[src/rtl/parity_pkg.sv]
// Shared definitions for the even/odd parity frame scheme, used by both the
// transmit-side generator and the receive-side checker.
package parity_pkg;

  typedef enum logic [1:0] {
    IDLE,
    DATA,
    PARITY,
    STOP
  } rx_state_t;

  localparam logic PAR_EVEN = 1'b0;
  localparam logic PAR_ODD  = 1'b1;

  // Expected parity bit given the XOR-reduction of the data word and the mode.
  // Even mode makes the total count of ones (data + parity) even, odd mode odd.
  function automatic logic exp_parity(input logic data_xor, input logic mode);
    return data_xor ^ mode;
  endfunction

endpackage

[src/rtl/parity_frame_rx.sv]
// Serial receiver for LSB-first parity-protected frames:
// start (0), DATA_W data bits, parity bit, stop (1). Recovers the word,
// flags parity/framing errors and keeps a saturating error count.
module parity_frame_rx
  import parity_pkg::*;
#(
  parameter int DATA_W = 4,
  parameter int CNT_W  = 8
) (
  input  logic              clk,
  input  logic              rst,
  input  logic              mode,
  input  logic              bit_valid,
  input  logic              bit_in,
  input  logic              clear_cnt,
  output logic [DATA_W-1:0] data_out,
  output logic              data_valid,
  output logic              parity_err,
  output logic              frame_err,
  output logic [CNT_W-1:0]  err_count,
  output logic              busy
);

  localparam int IDX_W = (DATA_W > 1) ? $clog2(DATA_W) : 1;
  localparam logic [IDX_W-1:0] LAST_IDX = IDX_W'(DATA_W - 1);
  localparam logic [CNT_W-1:0] CNT_MAX  = '1;

  rx_state_t         state;
  logic [DATA_W-1:0] shift_q;
  logic [IDX_W-1:0]  idx_q;
  logic              par_q;
  logic              mode_q;
  logic              mismatch_q;

  assign busy = (state != IDLE);

  // Frame FSM: advances only on bit strobes; result flags are one-cycle pulses.
  always_ff @(posedge clk) begin
    if (rst) begin
      state      <= IDLE;
      shift_q    <= '0;
      idx_q      <= '0;
      par_q      <= 1'b0;
      mode_q     <= PAR_EVEN;
      mismatch_q <= 1'b0;
      data_out   <= '0;
      data_valid <= 1'b0;
      parity_err <= 1'b0;
      frame_err  <= 1'b0;
    end else begin
      data_valid <= 1'b0;
      parity_err <= 1'b0;
      frame_err  <= 1'b0;
      if (bit_valid) begin
        case (state)
          IDLE: begin
            if (!bit_in) begin
              mode_q <= mode;
              par_q  <= 1'b0;
              idx_q  <= '0;
              state  <= DATA;
            end
          end
          DATA: begin
            shift_q[idx_q] <= bit_in;
            par_q          <= par_q ^ bit_in;
            if (idx_q == LAST_IDX) begin
              state <= PARITY;
            end else begin
              idx_q <= idx_q + 1'b1;
            end
          end
          PARITY: begin
            mismatch_q <= (bit_in != exp_parity(par_q, mode_q));
            state      <= STOP;
          end
          STOP: begin
            data_out   <= shift_q;
            parity_err <= mismatch_q;
            frame_err  <= ~bit_in;
            data_valid <= 1'b1;
            state      <= IDLE;
          end
          default: state <= IDLE;
        endcase
      end
    end
  end

  // Saturating error counter, bumped on the stop strobe of a bad frame so it
  // is visible alongside data_valid; a clear request always takes priority.
  always_ff @(posedge clk) begin
    if (rst) begin
      err_count <= '0;
    end else if (clear_cnt) begin
      err_count <= '0;
    end else if (bit_valid && (state == STOP) && (mismatch_q || !bit_in) &&
                 (err_count != CNT_MAX)) begin
      err_count <= err_count + 1'b1;
    end
  end

endmodule

[config.mk]
export PLATFORM = sky130hd
export DESIGN_NAME = parity_frame_rx
export DESIGN_NICKNAME = d
export VERILOG_FILES = /design/src/rtl/parity_pkg.sv /design/src/rtl/parity_frame_rx.sv
export SDC_FILE = /design/constraint.sdc
export NUM_CORES = 1
export LEC_CHECK = 0
export BUFFER_PORTS_ARGS = -buffer_cell sky130_fd_sc_hd__buf_2
export CAP_MARGIN = 25
export CORE_ASPECT_RATIO = 0.75
export CORE_MARGIN = 1.5
export CORE_UTILIZATION = 57
export CTS_BUF_LIST = sky130_fd_sc_hd__clkbuf_4 sky130_fd_sc_hd__clkbuf_8
export CTS_CLUSTER_DIAMETER = 80
export DETAILED_ROUTE_END_ITERATION = 12
export GPL_TIMING_DRIVEN = 0
export PLACE_DENSITY = 0.89
export SLEW_MARGIN = 20
export SYNTH_ARGS = -nofsm -noshare
export SYNTH_HDL_FRONTEND = slang
export SYNTH_SLANG_ARGS = --single-unit
[constraint.sdc]
create_clock -name clk -period 2 [get_ports clk]
set_input_delay 0.4 -clock clk [delete_from_list [all_inputs] [get_ports clk]]
set_output_delay 0.4 -clock clk [all_outputs]
set_load 0.03 [all_outputs]
==> metrics.yaml <==
worstHoldStart: "mode"
synth_area_mm2: 0.00125
overflow: 0
timing.rr.start: "state[1]$_SDFFE_PP0P_"
htreeDepth: 1
die_w_um: 57.1
grt_pass1_wl_mm: 4.55
maxSlewViolCount: 0
drv_cap: 0
cts_tree: "yes"
viasPerCell: 5.61
ff2ff_setup_slack_ns: 0.20
avgSynthCellArea_um2: 8.50
core_area_mm2: 0.00203
cts-root-buf: "clkbuf_4"
status: "finished clean"
clock_skew_ns: 0.0153
p_per_area_mw_per_mm2: 634
grt_usage_pct: 23.6
clock_path_buffers: 2
syn_nets: 163
die_area_mm2: 0.00249
yosys.cell_types.count: 31
post-route-min-period_ns: 1.80
routedWlPerCell_um: 13.1
vias: 1100
die_h_um: 43.6
ir_drop_uv: 603
route.detailed.drc: 0
synth_area_leaders: "dfxtp_1 42%, ha_1 10%, mux2i_1 6.4%, nand2_1 6.0%, a21oi_1 5.2%"
rows: 14
crit_required_ns: 2.24
antenna_found_initial: 0
setup_viol: 0
drt_wl_total_mm: 2.56
synth-main-ff-cell: "dfxtp_1"
synth.yosys.warnings: 0
cts_sinks: 26
min_to: "mode_q$_SDFFE_PP0P_"
r2r-end: "err_count[5]$_SDFFE_PP0P_"
max_freq_mhz: 557
ant_nets: 0
syn_inst: 147
fillerInstances: 180
pre_cts_ws_ns: 0.230
fin_ws_ns: 0.204
first_pass_iters: 5
fin_hold_ws_ns: 0.292
seq_area_um2: 520
worstSetupPathType: "flip-flop to flip-flop"
total_leakage_power_nw: 0.619
hold_viol_final: 0
crit_fanout: 10
numCtsBuffers: 3
hold_class: "input pin to flip-flop"
first_iter_violations: 15
multi_input_area_um2: 678
ys_async_sr_fraction_pct: 0
synth-edff-count: 0
tns_ns: 0
start_kind: "flip-flop"
clk_pin_slew_worst_paths_ns: 0.14
slowest_delay_ns: 0.46
place_area_mm2: 0.00139
whs_path_depth: 3
diodes: 0
clock_latency_ns: 0.33
yosysTopAreaCellShare_pct: 41.6
rsz0062_at_grt: "false"
fin_crit_sh_pct: 89.8
num_io_pins: 22
arrival_ns: 2.04
place.port_buffers: 21
reg2reg_depth: 5
worst-slew-pin-transition_ns: 0.476
grt_start_max_net_pins: 15
start_util_pct: 61.5
slew_headroom_pct: 68.0
path_cells: "ha_1, nand2_2, nor3_1, nand2_1, o221a_2"
nNetsFinal: 189
postLayoutCellArea_mm2: 0.00142
synth_seq_cells: 26
dp_hpwl_mm: 2.04
cp_slowest_cell: "nor3_1"
layout-drive-gt1-share_pct: 18.6
ys_seq_area_share_pct: 41.6
grt_pass1_vias: 1070
power_uw: 901
area_delta_synth_final_pct: 13.7
gp_congestion: 0.850
cp-end-kind: "flip-flop"
synth.largest_area_cell: "dfxtp_1"
==> routing by layer <==
layer	wire length (um)	GRT usage [%]	vias up
met5	0	0	-
met4	22	6.05	0
met3	129	5.37	4
met2	1250	42.5	32
met1	1160	29.0	513
li1	-	-	551
==> synthesized netlist by cell type, types with 2 or more instances <==
cell type   n
dfxtp_1    26
nand2_1    20
nor2_1     14
a21oi_1    13
ha_1       10
nand3_1    10
mux2i_1     8
inv_1       7
nor3_1      5
clkbuf_1    4
nor2b_1     3
o21ai_0     3
and2_1      2
buf_2       2
nand4_1     2
or3_1       2
xnor2_1     2
==> cell families (layout without fill, tap and decap cells) <==
kind of cell               Yosys count  count (layout)  share of synthesized area [%]
and+or+nand+nor                     64              64                           24.6
DFF                                 26              26                           41.6
AOI/OAI and AO/OA                   23              23                           11.1
buffers and inverters               13              38                           4.10
adders and majority gates           10              10                           10.0
muxes                                8               8                           6.41
xor gates and xnor gates             3               3                           2.10
==> worst max path at each step <==
stage                                          from                         to  slack (ns)  cells after the start
after floorplan           err_count[0]$_SDFFE_PP0P_  err_count[4]$_SDFFE_PP0P_        0.29                      5
after global placement        state[1]$_SDFFE_PP0P_  err_count[5]$_SDFFE_PP0P_        0.32                      5
after detailed placement      state[0]$_SDFFE_PP0P_      state[0]$_SDFFE_PP0P_        0.23                      6
after CTS                     state[0]$_SDFFE_PP0P_      state[0]$_SDFFE_PP0P_        0.20                      6
after global routing          state[1]$_SDFFE_PP0P_      state[0]$_SDFFE_PP0P_        0.09                      7
final                         state[1]$_SDFFE_PP0P_  err_count[5]$_SDFFE_PP0P_        0.20                      5
==> cell type report <==
cell class,count,share of cell area [%]
Multi-Input combinational cell,108,47.7
Sequential cell,26,36.6
Inverter,7,1.85
Buffer,6,1.76
Timing Repair Buffer,21,7.39
Clock buffer,4,2.55
Tap cell,24,2.11
==> timing repair <==
action | in CTS | in global routing
hold buffers | 0 | 0
buffers inserted | 0 | 0
endpoints found under the setup margin | 0 | 1
gates resized for setup | 0 | 1
==> flip-flops by register name, indices dropped and copies added (netlist names) <==
register and count:
shift_q 4, mode_q 1, state 2, err_count 8
data_valid 1, frame_err 1, mismatch_q 1, parity_err 1
par_q 1, data_out 4, idx_q 2
==> power by group <==
group	internal, mW	switching, mW	leakage, nW
registers	0.525	0.00557	0.210
logic	0.0383	0.0649	0.388
clock network	0.111	0.156	0.0210
total	0.675	0.226	0.619
==> worst max-delay path, delay by kind of cell, from the launching register on <==
family | cells | cell delay (ns)
and+or+nand+nor | 3 | 0.81
DFF | 1 | 0.40
AOI/OAI and AO/OA | 1 | 0.29
adders and majority gates | 1 | 0.21
==> cells in the final DEF, fill, tap and decap left out, types with 2 or more instances in the layout <==
cell	Yosys	final
nand2_1	20	20
xnor2_1	2	2
clkbuf_4	0	3
a21oi_1	13	13
and2_1	2	2
clkbuf_1	4	4
mux2i_1	8	8
nor3_1	5	5
nor2b_1	3	3
or3_1	2	2
nand4_1	2	2
inv_1	7	7
o21ai_0	3	3
ha_1	10	10
buf_2	2	23
nand3_1	10	10
nor2_1	14	14
dfxtp_1	26	26
==> per-stage QoR <==
step,util (%),std cells
finish,70.0,196
global route,70.0,196
CTS,70.0,196
detailed placement,68.2,192
global placement,68.2,192
floorplan,-,147
(Power assumes the default switching activity.)
